[config.mk]
export PLATFORM = sky130hd
export DESIGN_NAME = prince_sbox_share_feeder
export DESIGN_NICKNAME = d
export VERILOG_FILES = /design/src/rtl/prince_mask_pkg.sv /design/src/rtl/prince_lfsr64_step32.sv /design/src/rtl/prince_sbox_share_feeder.sv
export SDC_FILE = /design/constraint.sdc
export NUM_CORES = 1
export LEC_CHECK = 0
export CAP_MARGIN = 25
export CORE_AREA = 5 5 145 147
export DETAILED_ROUTE_END_ITERATION = 8
export DIE_AREA = 0 0 150 152
export SLEW_MARGIN = 20
export SYNTH_ARGS = -nofsm -noshare
export SYNTH_HDL_FRONTEND = slang
export SYNTH_SLANG_ARGS = --single-unit
export TNS_END_PERCENT = 5
[constraint.sdc]
create_clock -name clk -period 2.06 [get_ports clk]
set_input_delay 0.206 -clock clk [delete_from_list [all_inputs] [get_ports clk]]
set_output_delay 0.206 -clock clk [all_outputs]
set_load 0.02 [all_outputs]
[src/rtl/prince_mask_pkg.sv]
// Shared constants and types for the masked PRINCE S-box share feeder:
// share/nibble widths, randomness widths, LFSR taps, the zero-seed
// substitute and the feeder FSM state encoding.
package prince_mask_pkg;

    localparam int NSHARES     = 3;
    localparam int NIB_W       = 4;
    localparam int RAND_R_W    = 18;
    localparam int RAND_KLMN_W = 4;
    localparam int LFSR_W      = 64;
    localparam int STEP_BITS   = 32;

    // Fibonacci taps, 1-based bit positions (x^64 + x^63 + x^61 + x^60 + 1)
    localparam int TAP_A = 64;
    localparam int TAP_B = 63;
    localparam int TAP_C = 61;
    localparam int TAP_D = 60;

    // An all-zero LFSR would lock up, so a zero seed is replaced by this
    localparam logic [LFSR_W-1:0] ZERO_SEED_SUB = 64'h0123_4567_89AB_CDEF;

    typedef enum logic [1:0] {
        UNSEEDED = 2'd0,
        WARMUP   = 2'd1,
        RUN      = 2'd2
    } feeder_state_e;

    // Seed actually loaded into the LFSR
    function automatic logic [LFSR_W-1:0] seed_fix(input logic [LFSR_W-1:0] s);
        return (s == '0) ? ZERO_SEED_SUB : s;
    endfunction

endpackage

[src/rtl/prince_lfsr64_step32.sv]
// Pure combinational next-state of the 64-bit Fibonacci LFSR advanced by
// 32 single-bit steps. Each step shifts left and inserts the feedback bit
// at bit 0, so after 32 steps bits [31:0] hold the 32 freshly generated
// bits (bit 31 oldest).
module prince_lfsr64_step32
    import prince_mask_pkg::*;
(
    input  logic [LFSR_W-1:0] lfsr,
    output logic [LFSR_W-1:0] lfsr_next
);

    logic [LFSR_W-1:0] work;

    // Unrolled chain of 32 single-bit LFSR steps
    always_comb begin
        work = lfsr;
        for (int i = 0; i < STEP_BITS; i++) begin
            work = {work[LFSR_W-2:0],
                    work[TAP_A-1] ^ work[TAP_B-1] ^ work[TAP_C-1] ^ work[TAP_D-1]};
        end
        lfsr_next = work;
    end

endmodule

[src/rtl/prince_sbox_share_feeder.sv]
// Feeds refreshed 3-share nibbles plus fresh randomness to a masked PRINCE
// S-box stage. A 64-bit LFSR supplies 32 random bits per clock; shares are
// remasked on accept, otherwise a fresh sharing of zero is emitted.
// Optional build macro: PRINCE_FEEDER_WARMUP_EN adds a WARMUP phase that
// discards WARMUP_CYCLES LFSR steps after each seed load.
//
// Handshake: a nibble is transferred in a cycle where in_valid and in_ready
// are both 1. in_ready is 1 only in RUN and never in a seed_load cycle. The
// downstream stage never stalls, so there is no output-side ready.
module prince_sbox_share_feeder
    import prince_mask_pkg::*;
#(
    parameter int WARMUP_CYCLES = 64
) (
    input  logic                   clk,
    input  logic                   rst_n,
    input  logic                   seed_load,
    input  logic [LFSR_W-1:0]      seed,
    input  logic [NIB_W-1:0]       in1,
    input  logic [NIB_W-1:0]       in2,
    input  logic [NIB_W-1:0]       in3,
    input  logic                   in_valid,
    output logic                   in_ready,
    output logic [NIB_W-1:0]       sbox_in1,
    output logic [NIB_W-1:0]       sbox_in2,
    output logic [NIB_W-1:0]       sbox_in3,
    output logic [RAND_R_W-1:0]    sbox_r,
    output logic [RAND_KLMN_W-1:0] sbox_klmn,
    output logic                   sbox_valid,
    output logic                   res_valid,
    output logic [3:0]             res_idx,
    output logic                   res_last,
    output logic [1:0]             fsm_state
);

    feeder_state_e     state_q, state_d;
    logic [LFSR_W-1:0] lfsr_q;
    logic [LFSR_W-1:0] lfsr_step;
    logic [31:0]       rnd;
    logic [NIB_W-1:0]  m0, m1;
    logic [NIB_W-1:0]  d1, d2, d3;
    logic              active;
    logic              accept;
    logic [3:0]        idx_q;
    logic [3:0]        sbox_idx_q;
    logic [1:0]        unused_rnd_bits;

    prince_lfsr64_step32 u_step (
        .lfsr      (lfsr_q),
        .lfsr_next (lfsr_step)
    );

    assign rnd             = lfsr_step[31:0];
    assign m0              = rnd[3:0];
    assign m1              = rnd[7:4];
    assign unused_rnd_bits = rnd[31:30];
    assign active          = (state_q != UNSEEDED);
    assign accept          = in_valid & in_ready;
    assign fsm_state       = state_q;

`ifdef PRINCE_FEEDER_WARMUP_EN
    localparam feeder_state_e SEED_NEXT = WARMUP;
    localparam int CNT_W = (WARMUP_CYCLES > 1) ? $clog2(WARMUP_CYCLES) : 1;

    logic [CNT_W-1:0] warm_cnt_q;
    logic             warm_done;

    assign warm_done = (warm_cnt_q == CNT_W'(WARMUP_CYCLES - 1));

    // Warm-up counter: restarts on every seed load, counts while warming up
    always_ff @(posedge clk or negedge rst_n) begin
        if (!rst_n) begin
            warm_cnt_q <= '0;
        end else if (seed_load) begin
            warm_cnt_q <= '0;
        end else if (state_q == WARMUP) begin
            warm_cnt_q <= warm_cnt_q + 1'b1;
        end
    end
`else
    localparam feeder_state_e SEED_NEXT = RUN;
    localparam int unused_warmup_cycles = WARMUP_CYCLES;
`endif

    // FSM state register
    always_ff @(posedge clk or negedge rst_n) begin
        if (!rst_n) begin
            state_q <= UNSEEDED;
        end else begin
            state_q <= state_d;
        end
    end

    // FSM next state and in_ready; a seed load overrides everything
    always_comb begin
        state_d  = state_q;
        in_ready = 1'b0;
        case (state_q)
            UNSEEDED: state_d = UNSEEDED;
`ifdef PRINCE_FEEDER_WARMUP_EN
            WARMUP:   if (warm_done) state_d = RUN;
`else
            WARMUP:   state_d = RUN;
`endif
            RUN:      in_ready = 1'b1;
            default:  state_d = UNSEEDED;
        endcase
        if (seed_load) begin
            state_d  = SEED_NEXT;
            in_ready = 1'b0;
        end
    end

    // LFSR: load (zero-substituted) seed, else advance 32 bits when seeded
    always_ff @(posedge clk or negedge rst_n) begin
        if (!rst_n) begin
            lfsr_q <= '0;
        end else if (seed_load) begin
            lfsr_q <= seed_fix(seed);
        end else if (active) begin
            lfsr_q <= lfsr_step;
        end
    end

    // Data presented to the remasking XOR: the nibble on accept, else zero
    always_comb begin
        d1 = '0;
        d2 = '0;
        d3 = '0;
        if (accept) begin
            d1 = in1;
            d2 = in2;
            d3 = in3;
        end
    end

    // S-box stage registers: remasked shares and fresh randomness
    always_ff @(posedge clk or negedge rst_n) begin
        if (!rst_n) begin
            sbox_in1   <= '0;
            sbox_in2   <= '0;
            sbox_in3   <= '0;
            sbox_r     <= '0;
            sbox_klmn  <= '0;
            sbox_valid <= 1'b0;
            sbox_idx_q <= '0;
        end else begin
            sbox_valid <= accept;
            if (active) begin
                sbox_in1  <= d1 ^ m0;
                sbox_in2  <= d2 ^ m1;
                sbox_in3  <= d3 ^ m0 ^ m1;
                sbox_r    <= rnd[25:8];
                sbox_klmn <= rnd[29:26];
            end
            if (accept) begin
                sbox_idx_q <= idx_q;
            end
        end
    end

    // Nibble index: restarts on seed load, advances per accepted nibble
    always_ff @(posedge clk or negedge rst_n) begin
        if (!rst_n) begin
            idx_q <= '0;
        end else if (seed_load) begin
            idx_q <= '0;
        end else if (accept) begin
            idx_q <= idx_q + 4'd1;
        end
    end

    // Result tag, one cycle behind the S-box stage registers
    always_ff @(posedge clk or negedge rst_n) begin
        if (!rst_n) begin
            res_valid <= 1'b0;
            res_idx   <= '0;
            res_last  <= 1'b0;
        end else begin
            res_valid <= sbox_valid;
            res_idx   <= sbox_idx_q;
            res_last  <= (sbox_idx_q == 4'hF);
        end
    end

endmodule

Word-level counts from Yosys, hierarchy flattened
Cells that the tools add are included.
- input bits: 80
- bits in registers: 115
- word-level logic and storage cells: 135
- output and inout port bits: 44
- muxes and demuxes: 12
- eq/ne operators: 4
- bitwise operators: 101
- reductions and logical operators: 4
- $add $sub $neg: 1
- operators by type and width (kind ; number):
    64-bit two-way mux ; 3
    1-bit XOR ; 96
    64-bit zero test ; 1
    4-bit two-way mux ; 5
    4-bit XOR ; 4
    2-bit nonzero test ; 3
    4-bit by 1-bit adder with 4-bit output (second input constant) ; 1
    4-bit equality test (second input constant) ; 1
    2-bit case mux with 2 select lines ; 1
    2-bit by 1-bit equality test with 1-bit output (second input constant) ; 1
    2-bit equality test (second input constant) ; 1
    1-bit two-way mux ; 2
    2-bit two-way mux ; 1
    2-bit != test (second input constant) ; 1
    1-bit bitwise AND ; 1

Depth between registers and ports, before layout
Gate-level depths: netlist (run 1).
- depth in word-level cells: 7
- gate-level depth with buffers: 7

Modules after synthesis
From an unflattened synthesis (run 1), not the netlist that was laid out.
- cells, all modules: 520
- area total of the unflattened synthesis: 6007.0 um2
- modules (own cells, without submodules) (module ; cells an instance ; area an instance (um2) ; instances):
    prince_sbox_share_feeder ; 418 ; 5146.2 ; 1
    prince_lfsr64_step32 ; 102 ; 860.8 ; 1

Worst setup path after synthesis (run 1)
No wires, ideal clock.
- path kind: flip-flop to flip-flop
- start: register lfsr_q[39]
- end: register sbox_in3[3]
- arrival: 1.584 ns
- setup time: 0.125 ns
- data required time: 1.935 ns
- slack: 0.351 ns
- cell stages (with the launch flop): 5
- path buffers: 0
- cell sequence: dfrtp_1 -> xnor2_1 -> xor2_1 -> xnor3_1 -> mux2_4
- cells in the longest elaborated chain, start to end: 4
- RTL lines (item ; line ; source):
    from (decl) ; prince_sbox_share_feeder.sv:37 ; logic [LFSR_W-1:0] lfsr_q;
    from (signal assigned) ; prince_sbox_share_feeder.sv:119 ; lfsr_q <= seed_fix(seed);
    from (signal assigned) ; prince_sbox_share_feeder.sv:121 ; lfsr_q <= lfsr_step;
    1-bit XOR (3 in series) ; prince_lfsr64_step32.sv:19 ; work[TAP_A-1] ^ work[TAP_B-1] ^ work[TAP_C-1] ^ work[TAP_D-1]};
    4-bit XOR ; prince_sbox_share_feeder.sv:152 ; sbox_in3 <= d3 ^ m0 ^ m1;
    to (signal assigned) ; prince_sbox_share_feeder.sv:152 ;
    to (decl) ; prince_sbox_share_feeder.sv:26 ; output logic [NIB_W-1:0] sbox_in3,
No other way between the ends.
A chain may end at the register's enable or synchronous reset.

Final worst setup path (run 1)
- start: register state_q[1] (netlist: fsm_state[1])
- end: output in_ready
- cells in the longest elaborated chain, start to end: 3
- RTL lines (item ; line ; source):
    from (decl) ; prince_sbox_share_feeder.sv:36 ; feeder_state_e state_q, state_d;
    from (signal assigned) ; prince_sbox_share_feeder.sv:90 ; state_q <= state_d;
    2-bit equality test ; prince_sbox_share_feeder.sv:98 ; case (state_q)
    1-bit two-way mux ; prince_sbox_share_feeder.sv:98 ;
    1-bit two-way mux ; prince_sbox_share_feeder.sv:108 ; if (seed_load) begin
    to (decl) ; prince_sbox_share_feeder.sv:23 ; output logic in_ready,
No other way between the ends.

==> flow_summary.ini, run 1 <==
[run_status]
run_status = finished, final reports clean

[floorplan]
pin_count = 124
die_y_microns = 152
core_area_sq_um = 19800
die-width_microns = 150
floorplan.initialDensity = 0.290
rows = 52
dieArea_sq_um = 22800

[global_routing]
grt_start_max_net_pins = 96
grtUsageTotal = 0.144
grt_pass1_vias = 4748
grt_antenna_before_repair = 2
grt.overflow.total = 0
grt_pass1_wl_microns = 25900

[worst_setup_path]
critPathCaptureType = output pin
cp.arrival_ns = 1.74
timing.rr.start = lfsr_q[36]
cp_max_fo = 14
critPathLaunchType = register
cp.required_ns = 1.85
critical_path_class = register to output pin
critPathLaunch = fsm_state[1]

[detailed_routing]
wl_microns = 16000
drtIter0Drc = 298
drc = 0
vias = 4467
vias_per_cell = 4.60
wl_per_cell_microns = 16.4
antenna_left = 0
dr.pass1.iters = 4

[pwr]
combPwrFrac = 0.400
leakagePower_nw = 3.56
p_seq_frac = 0.314
swShare = 0.313
p_per_area_nw_per_um2 = 1360
power_frac_clock = 0.286
ir_drop_v = 0.000540
intPower_w = 0.00765
netSwitchingPower_w = 0.00349

[cts]
cts_hold_buf = 1
root_buffer = clkbuf_16
clock_sinks = 114
clk_latency_ns = 0.42
htree_levels = 4
post_cts_buffers = 0
cts_resized = 0
clk_pin_slew_ns = 0.05
ctsLongestPathBuffers = 2
cts_tree = done
cts_buffers = 17

[final_layout]
layout.cells.non_filler = 972
drive_above_1_share = 0.138
insertedDiodeCount = 0
synthToLayoutAreaGrowth_pct = 43.1
nets = 770
layout_commonest_cell = clkdlybuf4s50_1
final_cell_mix = 120 x clkdlybuf4s50_1, 113 x dfrtp_1, 63 x xnor2_1

[synthesis]
synth-main-ff-cell = dfrtp_1
ys_ff_latch = 114
yosysWarnings = 0
synth_fp_nets = 612
ys_types = 33
async_reset_ff_frac = 1.00
synth-seq-area-share = 0.498
synth-edff-count = 0
syn_inst = 531
netlist_area_sq_um = 5730
avgSynthCellArea_sq_um = 10.8

[placement]
portBuffers = 122
gp_congestion = 0.787
dp_hpwl_microns = 11900
dp_worst_setup_slack_ns = -0.309
dpl.cell_count = 939

[hold_path]
hp-class = primary input to register
min-delay-start = seed_load

[timing]
finalCritPeriodShare = 0.945
setup_slack_ns = 0.113
rsz0062_at_grt = no
finalClockSkew_ns = 0.00883
slew_violations = 0
fmaxAchievable_mhz = 514
setup_viol = 0
finalHoldViolations = 0
finalCriticalPeriod_ns = 1.95

[job]
drv_cap = 0
cells in the mapped netlist (all sizes together) (3+ instances only):
master,count,area share
a211oi,10,0.013
a21o,10,0.013
a21oi,37,0.032
buf,18,0.018
clkbuf,18,0.012
dfrtp,114,0.50
mux2,27,0.054
mux2i,22,0.038
nand2,44,0.029
nand3,3,0.0026
nand4,4,0.0044
nor2,48,0.031
nor4,16,0.017
o21ai,31,0.027
o22a,32,0.049
xnor2,64,0.099
xnor3,4,0.016
xor2,21,0.032
critical path, cell delays in order, from the launching register on:
cell             delay [ns]
dfrtp_4                0.56
inv_2                  0.06
nor2_1                 0.09
clkdlybuf4s50_1        0.62
path summary, 6_finish.rpt:
kind | slack [ns] | to | cells past startpoint
worst max register to register | 0.21 | sbox_in3[3] | 4
worst min-delay path | 0.05 | idx_q[3] | 2
worst max-delay path | 0.11 | in_ready | 3
worst min register to register | 0.37 | res_valid | 0
max in group asynchronous | 1.06 | res_idx[1] | 3
min in group asynchronous | 0.28 | lfsr_q[4] | 2
flip-flops by register name (all words and copies together), names as in the netlist, 4 cells and up:
name / count
sbox_in2: 4
sbox_in1: 4
res_idx: 4
sbox_idx_q: 4
idx_q: 4
sbox_klmn: 4
sbox_r: 18
sbox_in3: 4
lfsr_q: 64
logic make-up (layout without fill, tap and decap cells):
kind of cell               Yosys count  after routing  synth area share
AOI/OAI and AO/OA                  121            121             0.139
and+or+nand+nor                    119            119            0.0899
DFF                                114            114             0.498
xor gates and xnor gates            89             89             0.147
muxes                               49             49            0.0928
buffers and inverters               37            208            0.0306
adders and majority gates            1              1           0.00218
other                                1              1          0.000654
cell type report:
type | instances | area [sq um]
inverters | 1 | 3.75
clock inverters | 10 | 181
flip-flops and latches | 114 | 2860
repair buffers | 175 | 1670
well taps | 270 | 338
fillers | 1950 | 11600
clock buffers | 22 | 454
multi-input cells | 380 | 2700
stage by stage:
stage	area [sq um]	setup TNS (ns)	util	total power, W	hold slack, ns
5_1_grt	8200	0	0.415	0.0118	0.0469
3_5_place_dp	7560	-9.13	0.382	0.00803	0.173
4_1_cts	8200	0	0.415	0.0113	0.0342
3_3_place_gp	7560	-9.14	0.382	0.00793	0.173
6_report	8200	0	0.415	0.0111	0.0494
2_1_floorplan	5730	0	-	0.00630	-0.0896
power groups by stage:
stage / combinational (W) / sequential (W) / clock [W]
global route: 0.00482 / 0.00360 / 0.00336
CTS: 0.00453 / 0.00351 / 0.00325
finish: 0.00445 / 0.00350 / 0.00319
global placement: 0.00443 / 0.00350 / 0
floorplan: 0.00246 / 0.00384 / 0
detailed placement: 0.00450 / 0.00353 / 0
layer usage:
| layer | track usage | up-vias | part of all wire |
|---|---|---|---|
| met5 | 0 | - | 0.0013 |
| met4 | 0.0423 | 4 | 0.015 |
| met3 | 0.0471 | 23 | 0.054 |
| met2 | 0.233 | 98 | 0.49 |
| met1 | 0.184 | 2169 | 0.44 |
| li1 | - | 2173 | - |
Note: power is estimated with default switching activity, not from simulation.
==> inputs of run 2 (changes only) <==
Settings changed: CELL_PAD_IN_SITES_DETAIL_PLACEMENT set to 0, CELL_PAD_IN_SITES_GLOBAL_PLACEMENT set to 1, CORE_AREA 5 5 145 147 to 5 5 128 130, DIE_AREA 0 0 150 152 to 0 0 133 135, PLACE_DENSITY_LB_ADDON set to 0.1.
==> run 2 against run 1 <==
Net effect:
- global-route usage is 3.1 points higher
- wire length is 4.5% lower
- first-iteration DRC count is 26% lower
- count of clock-buffer cells in the layout is 2 higher
- non-clock buffer count is 14 higher
- critical path depth is 4 higher
- via count is 1.8% higher
- hold slack better by 0.19 ns
- core utilization is 13 points higher
- sequential share of layout area is 0.11 points higher
- largest cell class unchanged
==> flow_summary.ini, run 2 (synthesized netlist as in run 1, its figures left out) <==
[placement]
place_area_sq_um = 7560
dp_hpwl_microns = 11000
portBuffers = 122
gp_congestion = 0.754
dp_worst_setup_slack_ns = -0.310
dpl.cell_count = 871

[final_layout]
final_area_sq_um = 8180
final_cell_mix = 120 x clkdlybuf4s50_1, 113 x dfrtp_1, 64 x buf_4
largest_registers = lfsr_q (64), sbox_r (18)
insertedDiodeCount = 0
layout_commonest_cell = clkdlybuf4s50_1
layout.cells.non_filler = 901
largest_register_ffs = 64
drive_above_1_share = 0.156
fill_cells = 1361
nets = 784
synthToLayoutAreaGrowth_pct = 42.7
top_register = lfsr_q

[floorplan]
core_area_sq_um = 15000
die_y_microns = 135
die-width_microns = 133
dieArea_sq_um = 18000
floorplan.initialDensity = 0.381
rows = 45
pin_count = 124

[worst_setup_path]
cpMaxStageDelayCell = o41ai_4
worst-path-buf-inv = 3
critPathLaunchType = primary input
critPathCaptureType = register
timing.rr.start = lfsr_q[29]
reg2regPathDepth = 4
crit_chain = clkdlybuf4s50_1, nor4_1, buf_4, nand4_1, o41ai_4, buf_4, o22a_1
cp_max_fo = 10
max_stage_delay_ns = 0.45
critPathTopFamily = buffers and inverters
cp.required_ns = 2.41
crit_path_frequent_cell = buf_4
critPathLaunch = seed[49]
worstSetupPathDepth = 7
critical_path_class = primary input to register
cp.arrival_ns = 2.24

[timing]
finalCritPeriodShare = 0.920
fmaxAchievable_mhz = 528
slew_violations = 0
setup_slack_ns = 0.164
worst_pin_slew_ns = 0.544
setup_viol = 0
rsz0062_at_grt = no
finalHoldViolations = 0
holdWs_ns = 0.242
final.setup.tns_ns = 0
relSlewSlack = 0.637
finalClockSkew_ns = 0.00713
finalCriticalPeriod_ns = 1.90

[global_routing]
grtUsageTotal = 0.175
grt_pass1_wl_microns = 25000
grt_pass1_vias = 4777
grt.overflow.total = 0
grt_antenna_before_repair = 0
grt_start_max_net_pins = 118

[detailed_routing]
wl_met1_microns = 6990
wl_met2_microns = 7230
antenna_left = 0
vias_per_cell = 5.05
wl_met3_microns = 823
drc = 0
vias = 4546
wl_per_cell_microns = 16.9
wl_microns = 15300
routed.top_layer = met4
drtIter0Drc = 221
dr.pass1.iters = 4

[run_status]
run_status = finished, final reports clean

[cts]
clk_pin_slew_ns = 0.05
htree_levels = 4
clock_sinks = 114
post_cts_buffers = 0
clk_latency_ns = 0.41
ctsLongestPathBuffers = 2
cts_tree = done
cts_buffers = 17
root_buffer = clkbuf_16

[hold_path]
hp-class = primary input to async pin

[pwr]
p_per_area_nw_per_um2 = 1340
leakagePower_nw = 3.61
ir_drop_v = 0.000649

[job]
drv_cap = 0
-- run 2: through the flow --
step,util,total power (W)
global placement,0.503,0.00795
detailed placement,0.503,0.00803
CTS,0.544,0.0111
finish,0.544,0.0110
floorplan,-,0.00630
global route,0.544,0.0116
-- run 2: area by class of cell --
type	count	area, sq um	area share
multi-input cells	380	2710	0.331
flip-flops and latches	114	2860	0.349
inverters	1	3.75	0.000459
clock inverters	5	100	0.0122
repair buffers	189	1770	0.217
well taps	188	235	0.0288
clock buffers	24	502	0.0613
-- run 2: worst paths after layout --
path / slack, ns / end
max: 0.16 / lfsr_q[15]
min: 0.24 / lfsr_q[5]
max reg2reg: 0.22 / sbox_in3[0]
min reg2reg: 0.38 / res_valid
max in group asynchronous: 1.23 / sbox_in3[1]
min in group clk: 0.31 / sbox_valid
-- run 2: what timing repair did --
| item | 4_1_cts | 5_1_grt |
|---|---|---|
| hold buffers | 1 | 0 |
| gates resized for setup | 0 | 1 |
| endpoints found under the setup margin | 0 | 32 |
| endpoints found under the hold margin | 66 | 0 |
-- run 2: where the power goes --
part | leakage, nW | switching (W) | internal, W | total [W]
clock network | 0.298 | 0.000990 | 0.00204 | 0.00303
logic | 1.96 | 0.00193 | 0.00254 | 0.00447
registers | 1.35 | 0.000514 | 0.00297 | 0.00348
-- run 2: layer usage --
metal,vias to the layer above,GRT usage
met1,2193,0.227
met5,-,0
met3,15,0.0477
li1,2205,-
met4,0,0.0600
met2,133,0.285
